`src/rtl/vc_arbiter_if.sv`:
```
// Handshake bundle between the VC arbiter, its four source FIFOs and the
// four destination FIFOs; the arbiter takes the slave side.
interface vc_arbiter_if #(
  parameter int DATA_WIDTH = 6
);
  logic                    enable;
  logic [3:0]              fifos_empty;
  logic [4*DATA_WIDTH-1:0] fifos_data;
  logic [3:0]              dest_almost_full;
  logic [3:0]              pop;
  logic [3:0]              push;
  logic [DATA_WIDTH-1:0]   data_out;
  logic                    idle;

  modport slave (
    input  enable, fifos_empty, fifos_data, dest_almost_full,
    output pop, push, data_out, idle
  );

  modport master (
    output enable, fifos_empty, fifos_data, dest_almost_full,
    input  pop, push, data_out, idle
  );
endinterface

```
`src/rtl/vc_arbiter.sv`:
```
// Round-robin drain of four virtual-channel FIFOs into four destination FIFOs.
// Pipeline: grant/pop (p0), source capture (p1), routed push of the word (p2).
module vc_arbiter #(
  parameter int DATA_WIDTH = 6
) (
  input  logic        clk,
  input  logic        reset_L,
  vc_arbiter_if.slave vc
);

  localparam logic [1:0] ST_IDLE   = 2'd0;
  localparam logic [1:0] ST_ACTIVE = 2'd1;
  localparam logic [1:0] ST_PAUSE  = 2'd2;

  logic [1:0]            state_q, state_d;
  logic [1:0]            rr_q, rr_d;
  logic [3:0]            pop_p0_q, pop_p0_d;
  logic [1:0]            src_p0_q;
  logic                  vld_p1_q;
  logic [1:0]            src_p1_q;
  logic [3:0]            push_p2_q, push_p2_d;
  logic [DATA_WIDTH-1:0] data_p2_q, data_p2_d;
  logic                  idle_q, idle_d;

  logic                  any_af;
  logic [3:0]            elig;
  logic                  grant_vld;
  logic [1:0]            grant_idx;
  logic [1:0]            cand;
  logic [DATA_WIDTH-1:0] src_word [4];
  logic [DATA_WIDTH-1:0] word_p1;
  logic [1:0]            dest_p1;

  // Stage 0: grant decision. A source popped at the last edge still shows a
  // stale empty flag, so it sits out one cycle.
  assign any_af = |vc.dest_almost_full;
  assign elig   = (state_q == ST_ACTIVE && vc.enable && !any_af) ?
                  (~vc.fifos_empty & ~pop_p0_q) : 4'b0000;

  always_comb begin
    grant_vld = 1'b0;
    grant_idx = rr_q;
    cand      = rr_q;
    for (int k = 3; k >= 0; k--) begin
      cand = rr_q + 2'(k);
      if (elig[cand]) begin
        grant_vld = 1'b1;
        grant_idx = cand;
      end
    end
  end

  assign pop_p0_d = grant_vld ? (4'b0001 << grant_idx) : 4'b0000;
  assign rr_d     = grant_vld ? (grant_idx + 2'd1) : rr_q;

  always_comb begin
    state_d = state_q;
    case (state_q)
      ST_IDLE:   if (vc.enable) state_d = ST_ACTIVE;
      ST_ACTIVE: begin
        if (!vc.enable)  state_d = ST_IDLE;
        else if (any_af) state_d = ST_PAUSE;
      end
      ST_PAUSE: begin
        if (!vc.enable)   state_d = ST_IDLE;
        else if (!any_af) state_d = ST_ACTIVE;
      end
      default:   state_d = ST_IDLE;
    endcase
  end

  // Stage 2: the popped word is on its source lane now; route it by its top bits.
  for (genvar i = 0; i < 4; i++) begin : g_word
    assign src_word[i] = vc.fifos_data[i*DATA_WIDTH +: DATA_WIDTH];
  end

  assign word_p1   = src_word[src_p1_q];
  assign dest_p1   = word_p1[DATA_WIDTH-1 -: 2];
  assign push_p2_d = vld_p1_q ? (4'b0001 << dest_p1) : 4'b0000;
  assign data_p2_d = vld_p1_q ? word_p1 : data_p2_q;

  // Idle looks ahead so it agrees with the state and valids registered alongside it.
  assign idle_d = (state_d == ST_IDLE) && (pop_p0_q == 4'b0000) && !vld_p1_q;

  always_ff @(posedge clk or negedge reset_L) begin
    if (!reset_L) begin
      state_q   <= ST_IDLE;
      rr_q      <= 2'd0;
      pop_p0_q  <= 4'b0000;
      src_p0_q  <= 2'd0;
      vld_p1_q  <= 1'b0;
      src_p1_q  <= 2'd0;
      push_p2_q <= 4'b0000;
      data_p2_q <= '0;
      idle_q    <= 1'b1;
    end else begin
      state_q   <= state_d;
      rr_q      <= rr_d;
      pop_p0_q  <= pop_p0_d;
      src_p0_q  <= grant_idx;
      // Stage 1: remember which lane the word will appear on.
      vld_p1_q  <= |pop_p0_q;
      src_p1_q  <= src_p0_q;
      push_p2_q <= push_p2_d;
      data_p2_q <= data_p2_d;
      idle_q    <= idle_d;
    end
  end

  assign vc.pop      = pop_p0_q;
  assign vc.push     = push_p2_q;
  assign vc.data_out = data_p2_q;
  assign vc.idle     = idle_q;

endmodule

```
`src/flat_wrapper.sv`:
```
// flat-port wrapper written by rule: the top's interface ports become plain ports
module vc_arbiter_flat 
#(
  parameter int DATA_WIDTH = 6
)
  (clk, reset_L, vc_enable, vc_fifos_empty, vc_fifos_data, vc_dest_almost_full, vc_pop, vc_push, vc_data_out, vc_idle);
  vc_arbiter_if #(.DATA_WIDTH(DATA_WIDTH)) vc_i ();
  input  logic clk;
  input  logic reset_L;
  input wire logic [$bits(vc_i.enable)-1:0] vc_enable;
  input wire logic [$bits(vc_i.fifos_empty)-1:0] vc_fifos_empty;
  input wire logic [$bits(vc_i.fifos_data)-1:0] vc_fifos_data;
  input wire logic [$bits(vc_i.dest_almost_full)-1:0] vc_dest_almost_full;
  output wire logic [$bits(vc_i.pop)-1:0] vc_pop;
  output wire logic [$bits(vc_i.push)-1:0] vc_push;
  output wire logic [$bits(vc_i.data_out)-1:0] vc_data_out;
  output wire logic [$bits(vc_i.idle)-1:0] vc_idle;
  assign vc_i.enable = vc_enable;
  assign vc_i.fifos_empty = vc_fifos_empty;
  assign vc_i.fifos_data = vc_fifos_data;
  assign vc_i.dest_almost_full = vc_dest_almost_full;
  assign vc_pop = vc_i.pop;
  assign vc_push = vc_i.push;
  assign vc_data_out = vc_i.data_out;
  assign vc_idle = vc_i.idle;
  vc_arbiter #(.DATA_WIDTH(DATA_WIDTH)) u_core (.clk(clk), .reset_L(reset_L), .vc(vc_i));
endmodule
```
`config.mk`:
```
export PLATFORM = sky130hd
export DESIGN_NAME = vc_arbiter_flat
export DESIGN_NICKNAME = d
export VERILOG_FILES = /design/src/rtl/vc_arbiter_if.sv /design/src/rtl/vc_arbiter.sv /design/src/flat_wrapper.sv
export SDC_FILE = /design/constraint.sdc
export NUM_CORES = 1
export LEC_CHECK = 0
export BUFFER_PORTS_ARGS = -buffer_cell sky130_fd_sc_hd__buf_2
export CAP_MARGIN = 10
export CORE_MARGIN = 2
export CORE_UTILIZATION = 49
export CTS_BUF_LIST = sky130_fd_sc_hd__clkbuf_8 sky130_fd_sc_hd__clkbuf_16
export CTS_CLUSTER_DIAMETER = 80
export DETAILED_ROUTE_END_ITERATION = 10
export PLACE_DENSITY = 0.82
export SYNTH_ARGS = -nofsm -noshare
export SYNTH_HDL_FRONTEND = slang
export SYNTH_SLANG_ARGS = --single-unit
```
`constraint.sdc`:
```
create_clock -name clk -period 2.8 [get_ports clk]
set_input_delay 0.28 -clock clk [delete_from_list [all_inputs] [get_ports clk]]
set_output_delay 0.28 -clock clk [all_outputs]
set_load 0.05 [all_outputs]
```
# After elaboration in Yosys (flattened, before gate mapping)
# Index checks and enable logic that the tools add are counted.
[totals]
ff_bits = 24
in_bits = 35
out_inout_bits = 15
wordCells = 65
[classes]
addsub = 4
n_lt_le_gt_ge = 5
eq_ne = 2
n_shift = 2
muxes = 28
bitwise = 4
n_reduce_logical = 11
[ops]
columns = ["op", "count"]
rows = [
  ["$mux 2", 9],
  ["$bmux 6 s2", 1],
  ["$lt 2x3->1 const B", 4],
  ["$mux 4", 3],
  ["$mux 6", 2],
  ["$bmux 1 s2", 4],
  ["$mux 1", 8],
  ["$not 4->4", 2],
  ["$reduce_or 4->1", 2],
  ["$shl 1x2->4 const A", 2],
  ["$pmux 2 s3", 1],
  ["$add 2x1->2 const B", 2],
  ["$add 2x2->2 const B", 2],
  ["$and 4x4->4", 1],
  ["$logic_and 1x1->1", 4],
  ["$logic_not 2->1", 2],
  ["$logic_not 4->1", 1],
  ["$ge 3x3->1 const B", 1],
  ["$not 2->3", 1],
  ["$eq 2x1->1 const B", 1],
  ["$eq 2x2->1 const B", 1],
  ["$logic_not 1->1", 2],
]

# Logic depth before layout (Yosys ltp)
# Gate-level depths: netlist (run 1).
[depth]
depth_word = 12
ltp_mapped = 5
ltp_nobuf = 5

# Worst setup path after synthesis (run 1)
# No wires, ideal clock.
[synth_path]
kind = "register to register"
start = "register u_core.pop_p0_q[1], in the netlist u_core.vc.pop[1]"
end = "register u_core.rr_q[1]"
arrival_ps = 1798
setup_slack_ps = 878
path_stages_with_launch = 6
path_buffers = 0
period_less_slack_ps = 1922
cell_sequence = "dfrtp_1 or2_2 o2111ai_1 a31oi_4 o21a_2 a211o_1"
[synth_via]
elab_chain_cells = 10
[synth_rtl]
columns = ["item", "line_no", "rtl"]
rows = [
  ["from (decl)", "vc_arbiter.sv:17", "logic [3:0] pop_p0_q, pop_p0_d;"],
  ["from (signal assigned)", "vc_arbiter.sv:99", "pop_p0_q <= pop_p0_d;"],
  ["$not 4->4 *", "vc_arbiter.sv:38", "(~vc.fifos_empty & ~pop_p0_q) : 4'b0000;"],
  ["$and 4x4->4 *", "vc_arbiter.sv:38", ""],
  ["$mux 4 *", "vc_arbiter.sv:37", "assign elig = (state_q == ST_ACTIVE && vc.enable && !any_af) ?"],
  ["$bmux 1 s2", "vc_arbiter.sv:46", "if (elig[cand]) begin"],
  ["$mux 1 (implied by the code)", "vc_arbiter.sv:46", ""],
  ["$mux 2 (4 in a row)", "vc_arbiter.sv:46", ""],
  ["$add 2x1->2", "vc_arbiter.sv:54", "assign rr_d = grant_vld ? (grant_idx + 2'd1) : rr_q;"],
  ["to (signal assigned)", "vc_arbiter.sv:98", "rr_q <= rr_d;"],
  ["to (decl)", "vc_arbiter.sv:16", "logic [1:0] rr_q, rr_d;"],
]
# Mark *: on every way between the ends. The rest lies on a longest branch, timed or not. The select of a mux whose other input is x is not followed.
# A chain may end at the register's enable or synchronous reset.

# Worst setup path in the final report (run 1)
# Same ends and word-level chain as after synthesis.

==> summary.md, run 1 <==
| Metric | Value |
|---|---|
| Post-DR wirelength/cell | `14.5 µm` |
| Sequential share of the synthesized area | `53.0%` |
| Remaining antenna violation count | `0` |
| Dpl ws | `0.752 ns` |
| Synthesized flop and latch total | `24` |
| Arrival @ worst endpoint | `1.99 ns` |
| Fmax | `545 MHz` |
| Vias after detailed routing | `939` |
| Number of global-route vias before repair | `901` |
| Slew @ Worst Pin | `0.504 ns` |
| Pwr per Cell Area | `721 nW/µm²` |
| Die height | `52.2 µm` |
| Clk pin slew, worst setup/hold paths | `0.08 ns` |
| Final Setup Violations | `0` |
| CP endpoint kind | `flop` |
| Setup slack, reg-to-reg | `0.96 ns` |
| Crit path time final | `1.84 ns` |
| WP data required | `2.95 ns` |
| Nets | `178` |
| Dpl hpwl | `1980 µm` |
| Die Area | `2720 µm²` |
| Critical path class | `reg2reg` |
| Synth Flop Type | `dfrtp_1` |
| Layout Utilization | `67.4%` |
| CP Launch Type | `flop` |
| Floorplan die width | `52.2 µm` |
| Relative slew slack | `66.4%` |
| P&R area growth vs syn | `31.2%` |
| Final period util | `65.6%` |
| Lkg Pwr | `0.000752 µW` |
| Tightest Hold Check Type | `in2reg` |
| TNS Setup | `0 ns` |
| Dpl cells | `165` |
| Syn Area/Cell | `12.6 µm²` |
| Largest net degree at the start of global routing | `25` |
| Antenna cells | `0` |
| CTS Buf Count | `3` |
| # Max-Cap Violations | `0` |
| Post-synth ARST share | `100%` |
| CTS tree | `built` |
| Total gr overflow | `0` |
| YS warnings | `0` |
| Root buf cell | `clkbuf_8` |
| Critical Path, Cell by Cell | `or2_2 -> o2111ai_1 -> a31oi_4 -> o21a_2 -> a211o_1` |
| Cells after Synth | `90` |
| R2R cell count | `5` |
| Critical-path maximum fanout | `5` |
| R2r endpoint | `u_core.rr_q[1]$_DFFE_PN0P_` |
| Syn nets | `125` |
| Gpl congestion | `0.937` |
| PostCTS Resize Cnt | `0` |
| 1st-pass router iterations | `4` |
| I/O Pins | `50` |
| FILL cells | `162` |
| CORE AREA | `2210 µm²` |
| Final worst slack | `0.964 ns` |
| Hold Buf Count CTS | `1` |
| Layout cells sized above 1 | `52.1%` |
| RSZ-0062 raised after global routing | `no` |
| DRC | `0` |
| Clk_lat worst skew | `0.26 ns` |
| Min-delay src | `vc_enable` |
| GRT Total Usage | `19.5%` |
| Num rows | `17` |
| Cell area after synthesis | `1140 µm²` |
| Port Buf Inserts | `49` |
| Status | `finished clean` |
| Hold Vio Cnt, Final | `0` |
| # H-tree levels | `1` |
| Hold slack | `0.191 ns` |
| Hold Path End | `u_core.vc.idle$_DFF_PN1_` |
| VDD IR max | `0.000369 V` |
| Max-slew violation count | `0` |
| Routed WL | `2470 µm` |
| Clk buf depth | `2` |
| First-pass GRT wire length | `3870 µm` |
| Max incr delay on CP | `0.43 ns` |
| Clock Skews | `0.00486 ns` |
| Routed vias/inst | `5.52` |
| Post-CTS setup repair buffer count | `0` |
| RR Startpoint | `u_core.vc.pop[1]$_DFF_PN0_` |
| CP max stage cell | `dfrtp_1` |
| Layout Cells excl Fill | `170` |
| 1st-iter DRT viols | `17` |
| Synth cell types | `35` |
| Hold Path Cell Cnt | `2` |
| Initial Utilization | `51.4%` |
| Post-synth EDFFs | `0` |
| Initial antenna violation count | `0` |
| CTS Sinks | `24` |
==> cells in the final DEF (no fill, tap or decap), types with 2 or more instances in the layout <==
cell type / n
a211o_1: 2
a21oi_1: 2
a31oi_1: 2
buf_2: 49
clkbuf_8: 3
dfrtp_1: 23
inv_1: 3
mux2_2: 5
mux4_2: 6
nand2_1: 5
nor2_1: 9
o21ai_0: 5
o22ai_1: 2
or2_2: 2
==> through the flow <==
stage / instance area (µm²) / power, µW
2_1_floorplan: 1140 / 694
3_3_place_gp: 1410 / 774
3_5_place_dp: 1410 / 787
4_1_cts: 1490 / 1080
5_1_grt: 1490 / 1120
6_report: 1490 / 1070
==> layer usage <==
metal / track usage (%) / wire length (µm) / vias up
met5: 0 / 0 / -
met4: 6.41 / 44 / 0
met3: 3.74 / 249 / 5
met2: 35.0 / 1150 / 58
met1: 23.4 / 1030 / 437
li1: - / - / 439
==> power breakdown <==
part	leakage, µW	switching (µW)	internal [µW]
clock network	0.0000357	104	191
registers	0.000319	56.8	404
logic	0.000397	191	128
==> layout make-up <==
type,instances,area [µm²],share of cell area [%]
repair buffers,50,255,17.1
well taps,28,35.0,2.35
inverters,3,11.3,0.756
multi-input cells,61,515,34.6
clock inverters,1,30.0,2.02
flip-flops and latches,24,602,40.4
clock buffers,3,41.3,2.77
==> worst max-delay path: cells and delay by family (launching register included) <==
| family | cells | cell delay [ns] |
|---|---|---|
| AO/OA/AOI/OAI | 4 | 0.94 |
| flip-flops | 1 | 0.43 |
| AND/OR/NAND/NOR | 1 | 0.35 |
==> worst max path at each step <==
stage | start | endpoint | slack (ns) | cells after the start
final | u_core.vc.pop[1]$_DFF_PN0_ | u_core.rr_q[1]$_DFFE_PN0P_ | 0.96 | 5
after global routing | u_core.vc.pop[1]$_DFF_PN0_ | u_core.rr_q[1]$_DFFE_PN0P_ | 0.92 | 5
after floorplan | u_core.vc.pop[1]$_DFF_PN0_ | u_core.rr_q[1]$_DFFE_PN0P_ | 0.88 | 5
after global placement | vc_dest_almost_full[1] | u_core.rr_q[1]$_DFFE_PN0P_ | 0.86 | 6
after CTS | u_core.vc.pop[1]$_DFF_PN0_ | u_core.rr_q[1]$_DFFE_PN0P_ | 0.96 | 5
after detailed placement | vc_dest_almost_full[1] | u_core.rr_q[1]$_DFFE_PN0P_ | 0.75 | 6
==> cells by family after synthesis <==
group           after synthesis  share of synthesized area (%)
simple gates                 27                           13.2
xor+xnor                      1                          0.771
buf+inv                       5                           1.65
flops                        24                           53.0
mux                          11                           16.8
compound gates               22                           14.5
==> registers in the layout (all words and copies together), names as in the netlist <==
register,count
u_core.vc.push,4
u_core.vc.data_out,6
u_core.state_q,2
u_core.vc.idle,1
u_core.vc.pop,4
u_core.vld_p1_q,1
u_core.src_p0_q,2
u_core.src_p1_q,2
u_core.rr_q,2
==> synthesized netlist by cell type (2+ instances only) <==
cell type | number | area share [%]
inv_1 | 3 | 0.99
a21oi_1 | 2 | 0.88
mux2_2 | 5 | 5.0
o21ai_0 | 5 | 2.2
nand2_1 | 5 | 1.7
or2_2 | 2 | 1.1
a211o_1 | 2 | 1.5
mux4_2 | 6 | 12
a31oi_1 | 2 | 1.1
dfrtp_1 | 23 | 51
nor2_1 | 9 | 3.0
o22ai_1 | 2 | 1.1
clkbuf_1 | 2 | 0.66
Power figures use the tool's default switching activity.
==> inputs of run 2 (changes only) <==
Settings changed: CORE_UTILIZATION 49 to 41, PLACE_DENSITY 0.82 to 0.74.
Clock period 2.8 ns to 1.5 ns, I/O delays scaled along.
==> run 2 against run 1 <==
  * The run now ends with negative setup slack left
  * Sequential power rose by 80%
  * Fmax is 16% higher
  * Clock skew grew 0.0018 ns
  * Cell area increased by 12%
  * Non-clock buffer count increased by 13
  * Clock power rose by 87%
  * Critical path depth did not move
  * Cell count rose by 9.4%
  * Global-route usage down 2.1 points
  * Sequential share of layout area is 3.9 points lower
  * First-iteration DRC count increased by 12%
  * Critical endpoint unchanged
  * Largest power group unchanged
==> summary.md, run 2 (synthesized netlist as in run 1, its figures left out) <==
| Metric | Value |
|---|---|
| Hold Path Cell Cnt | `2` |
| Port Buf Inserts | `49` |
| Final Instance Area | `1670 µm²` |
| Antenna cells | `0` |
| Hold Vio Cnt, Final | `0` |
| P&R area growth vs syn | `46.6%` |
| Hold slack | `0.0721 ns` |
| CP Launch Type | `flop` |
| CTS Buf Count | `3` |
| R2r endpoint | `u_core.rr_q[1]$_DFFE_PN0P_` |
| Most frequent cells in the layout | `buf_2, dfrtp_1, buf_4` |
| Gpl congestion | `0.825` |
| Die height | `56.6 µm` |
| Pwr per Cell Area | `1270 nW/µm²` |
| 1st-pass router iterations | `4` |
| Clk pin slew, worst setup/hold paths | `0.08 ns` |
| RSZ-0062 raised after global routing | `yes` |
| CTS Sinks | `24` |
| Clk_lat worst skew | `0.26 ns` |
| VDD IR max | `0.000794 V` |
| Critical path's top delay family | `compound AO/OA/AOI/OAI gates` |
| Final Setup Violations | `3` |
| Post-DR wirelength/cell | `13.5 µm` |
| WP data required | `1.66 ns` |
| RR Startpoint | `u_core.vc.pop[3]$_DFF_PN0_` |
| Clk buf depth | `2` |
| Root buf cell | `clkbuf_8` |
| Num rows | `19` |
| Arrival @ worst endpoint | `1.75 ns` |
| 1st-iter DRT viols | `19` |
| Slew @ Worst Pin | `0.513 ns` |
| Setup crit start | `u_core.vc.pop[3]$_DFF_PN0_` |
| Critical-path maximum fanout | `5` |
| Min-delay src | `vc_enable` |
| I/O Pins | `50` |
| CP max stage cell | `dfrtp_2` |
| # Max-Cap Violations | `0` |
| Remaining antenna violation count | `0` |
| Max-slew violation count | `0` |
| Die Area | `3210 µm²` |
| Relative slew slack | `65.8%` |
| Max incr delay on CP | `0.43 ns` |
| Number of global-route vias before repair | `1051` |
| Status | `finished, violations left` |
| Vias after detailed routing | `1009` |
| Commonest non-fill, non-tap cell in the layout | `buf_2` |
| TNS Setup | `-0.0929 ns` |
| Routed WL | `2520 µm` |
| Initial antenna violation count | `0` |
| Largest net degree at the start of global routing | `25` |
| CTS tree | `built` |
| CP endpoint kind | `flop` |
| Layout cells sized above 1 | `64.5%` |
| R2R cell count | `5` |
| DRC | `0` |
| Failing checks | `negative setup slack` |
| Total gr overflow | `0` |
| First-pass GRT wire length | `4370 µm` |
| Max FFs per register | `6` |
| Critical Path, Cell by Cell | `or2_4 -> o21ai_2 -> a31oi_2 -> o21a_2 -> a211o_1` |
| # H-tree levels | `1` |
| Critical path class | `reg2reg` |
| CORE AREA | `2690 µm²` |
| Placement-stage cell area | `1560 µm²` |
| Final Power | `2120 µW` |
| Tightest Hold Check Type | `in2reg` |
| Initial Utilization | `42.3%` |
| GRT Total Usage | `17.4%` |
| Floorplan die width | `56.6 µm` |
| Nets | `191` |
| Routed vias/inst | `5.42` |
| Final period util | `106%` |
| Crit path buf inv count | `0` |
| Hold Path End | `u_core.vc.idle$_DFF_PN1_` |
| Setup slack, reg-to-reg | `-0.09 ns` |
| Fmax | `629 MHz` |
| Dpl ws | `-0.348 ns` |
| Crit path time final | `1.59 ns` |
| Final worst slack | `-0.0893 ns` |
| Lkg Pwr | `0.000824 µW` |
| FILL cells | `204` |
| Dpl hpwl | `2060 µm` |
| Clock Skews | `0.00666 ns` |
## run 2: worst max path at each step
stage                                       endpoint  slack [ns]  cells past startpoint
after floorplan           u_core.rr_q[1]$_DFFE_PN0P_       -0.18                      5
after global placement    u_core.rr_q[1]$_DFFE_PN0P_       -0.28                      6
after detailed placement  u_core.rr_q[1]$_DFFE_PN0P_       -0.35                      6
after CTS                 u_core.rr_q[1]$_DFFE_PN0P_       -0.08                      5
after global routing      u_core.rr_q[1]$_DFFE_PN0P_       -0.14                      5
final                     u_core.rr_q[1]$_DFFE_PN0P_       -0.09                      5
## run 2: final cells by class
cell class                 instances  area, µm²  share of cell area (%)
clock buffer                       3       41.3                    2.48
clock inverter                     1       30.0                    1.80
inverter                           3       11.3                   0.676
multi-input combinational         61        584                    35.1
sequential                        24        607                    36.4
tap                               31       38.8                    2.33
timing repair buffer              63        353                    21.2
## run 2: worst register-to-register path, delay by kind of cell, from the launching register on
| family | cells | cell delay, ns |
|---|---|---|
| AO/OA/AOI/OAI | 4 | 0.75 |
| flip-flops | 1 | 0.43 |
| AND/OR/NAND/NOR | 1 | 0.30 |
## run 2: timing repair
item                                    in CTS  in global routing
pin swaps                                    1                  0
hold buffers                                 1                  0
setup buffers                                0                  0
gates resized for setup                      0                  7
endpoints found under the setup margin       1                  7
endpoints found under the hold margin       23                  0
## run 2: per-stage QoR
step,util (%),instances
floorplan,-,90
global placement,58.0,181
detailed placement,58.0,181
CTS,61.0,186
global route,62.0,186
finish,62.0,186
## run 2: per-layer routing
layer  GRT usage (%)  vias to the layer above  share of wire [%]
li1                -                      469                  -
met2            32.2                       49                 49
met4            5.78                        0               0.32
met1            19.7                      489                 41
met5               0                        -                  0
met3            3.69                        2                9.2
## run 2: power by group
group	switching, µW	internal, µW	leakage (µW)
clock network	196	356	0.0000357
logic	426	314	0.000476
registers	70.0	756	0.000313
total	692	1430	0.000824
==> inputs of run 3 (changes only) <==
==> constraint.sdc (replaced) <==
create_clock -name clk -period 1.5 [get_ports clk]
set_input_delay 0.075 -clock clk [delete_from_list [all_inputs] [get_ports clk]]
set_output_delay 0.075 -clock clk [all_outputs]
set_load 0.05 [all_outputs]
==> run 3 against run 2 <==
  * The run still ends with negative setup slack left
  * Utilization fell by 0.14 points
  * Die area did not move
  * Cell count rose by 0.54%
  * Sequential cell count did not move
  * Combinational power rose by 2.7%
  * Power fell by 5.0%
  * Cell area fell by 0.23%
  * Hold slack got worse by 0.013 ns
  * Setup slack improved by 0.0097 ns
  * Clock power fell by 22%
  * Via count fell by 0.40%
  * Fmax rose by 0.61%
  * Critical endpoint unchanged
==> summary.md, run 3 (synthesized netlist as in run 1, its figures left out) <==
| Metric | Value |
|---|---|
| Relative slew slack | `66.2%` |
| Antenna cells | `0` |
| DRC | `0` |
| CP max stage cell | `dfrtp_2` |
| Final worst slack | `-0.0796 ns` |
| Clk pin slew, worst setup/hold paths | `0.08 ns` |
| CP Launch Type | `flop` |
| Gpl congestion | `0.799` |
| Arrival @ worst endpoint | `1.74 ns` |
| Dpl hpwl | `2170 µm` |
| Final Instance Area | `1660 µm²` |
| WP data required | `1.66 ns` |
| Critical-path maximum fanout | `4` |
| TNS Setup | `-0.0796 ns` |
| CTS Sinks | `24` |
| Fmax | `633 MHz` |
| Critical Path, Cell by Cell | `or2_4 -> o2111ai_4 -> a31oi_4 -> o21a_2 -> a211o_1` |
| Clock Skews | `0.00507 ns` |
| CTS Buf Count | `3` |
| Clk_lat worst skew | `0.26 ns` |
| Total gr overflow | `0` |
| Max-slew violation count | `0` |
| Die height | `56.6 µm` |
| Port Buf Inserts | `49` |
| P&R area growth vs syn | `46.3%` |
| RSZ-0062 raised after global routing | `yes` |
| Most frequent cells in the layout | `buf_2, dfrtp_1, buf_4` |
| Routed vias/inst | `5.37` |
| Post-DR wirelength/cell | `14.1 µm` |
| Lkg Pwr | `0.000819 µW` |
| Tightest Hold Check Type | `in2reg` |
| Final period util | `105%` |
| Pwr per Cell Area | `1210 nW/µm²` |
| Critical path class | `reg2reg` |
| # H-tree levels | `1` |
| Initial Utilization | `42.3%` |
| CTS tree | `built` |
| Max incr delay on CP | `0.42 ns` |
| 1st-iter DRT viols | `19` |
| I/O Pins | `50` |
| Floorplan die width | `56.6 µm` |
| Final Setup Violations | `1` |
| Layout cells sized above 1 | `62.8%` |
| Num rows | `19` |
| CP endpoint kind | `flop` |
| Placement-stage cell area | `1570 µm²` |
| # Max-Cap Violations | `0` |
| Initial antenna violation count | `0` |
| Number of global-route vias before repair | `1045` |
| VDD IR max | `0.00116 V` |
| GRT Total Usage | `18.5%` |
| CORE AREA | `2690 µm²` |
| Failing checks | `negative setup slack` |
| Remaining antenna violation count | `0` |
| Die Area | `3210 µm²` |
| Largest net degree at the start of global routing | `25` |
| 1st-pass router iterations | `4` |
| Commonest non-fill, non-tap cell in the layout | `buf_2` |
| Post-CTS setup repair buffer count | `0` |
| Clk buf depth | `2` |
| Slew @ Worst Pin | `0.507 ns` |
| Max FFs per register | `6` |
| Nets | `192` |
| Status | `finished, violations left` |
| First-pass GRT wire length | `4600 µm` |
| Vias after detailed routing | `1005` |
| Crit path time final | `1.58 ns` |
| Hold slack | `0.0594 ns` |
| Hold Vio Cnt, Final | `0` |
| Root buf cell | `clkbuf_8` |
| Routed WL | `2640 µm` |
run 3: cell types whose count changed in the layout (fill, tap and decap cells not counted), sizes merged:
cell / previous run / this run
dlygate4sd3: 1 / 2
clkbuf: 3 / 4
bufinv: 1 / 0
run 3: power by group:
| part | switching (µW) | leakage (µW) | internal, µW |
|---|---|---|---|
| Combinational | 430 | 0.000476 | 329 |
| Sequential | 68.7 | 0.000314 | 754 |
| Clock | 196 | 0.0000288 | 234 |
| Total | 695 | 0.000819 | 1320 |
run 3: timing repair:
| action | in CTS | in global routing |
|---|---|---|
| resized for setup | 0 | 5 |
| setup endpoints to repair | 1 | 7 |
| hold buffers | 2 | 0 |
| endpoints found under the hold margin | 24 | 0 |
| pin swaps | 2 | 2 |
run 3: worst paths after layout:
kind                                                end  cells past startpoint  slack (ns)                    startpoint
min in group asynchronous   u_core.vc.push[2]$_DFF_PN0_                      2        0.31                       reset_L
max in group asynchronous    u_core.vc.pop[1]$_DFF_PN0_                      2        0.82                       reset_L
max reg2reg                  u_core.rr_q[1]$_DFFE_PN0P_                      5       -0.08    u_core.vc.pop[1]$_DFF_PN0_
max                          u_core.rr_q[1]$_DFFE_PN0P_                      5       -0.08    u_core.vc.pop[1]$_DFF_PN0_
min reg2reg                u_core.src_p1_q[1]$_DFF_PN0_                      0        0.35  u_core.src_p0_q[1]$_DFF_PN0_
min                         u_core.state_q[0]$_DFF_PN0_                      2        0.06                     vc_enable
run 3: cell type report:
type	count	area, µm²
clock buffer	4	55.1
fill	206	1020
inverter	3	11.3
multi-input combinational	61	576
sequential	24	606
tap	31	38.8
timing repair buffer	64	375
run 3: through the flow:
stage	power (µW)	utilization (%)	instances	setup slack, ns
6_report	2010	61.9	187	-0.0796
5_1_grt	2120	61.9	187	-0.123
4_1_cts	2020	61.3	187	-0.0626
3_5_place_dp	1580	58.5	181	-0.255
3_3_place_gp	1570	58.5	181	-0.213
2_1_floorplan	1320	-	90	-0.179
run 3: routing by layer:
layer | up-vias | routed length (µm) | GRT usage [%]
met5 | - | 0 | 0
met2 | 59 | 1320 | 33.1
met1 | 473 | 1060 | 22.7
met3 | 2 | 245 | 3.92
li1 | 471 | - | -
met4 | 0 | 16 | 4.08
run 3: critical path, delay by kind of cell, from the launching register on:
kind	cells	cell delay, ns
AO/OA/AOI/OAI	4	0.79
flip-flops	1	0.42
AND/OR/NAND/NOR	1	0.27
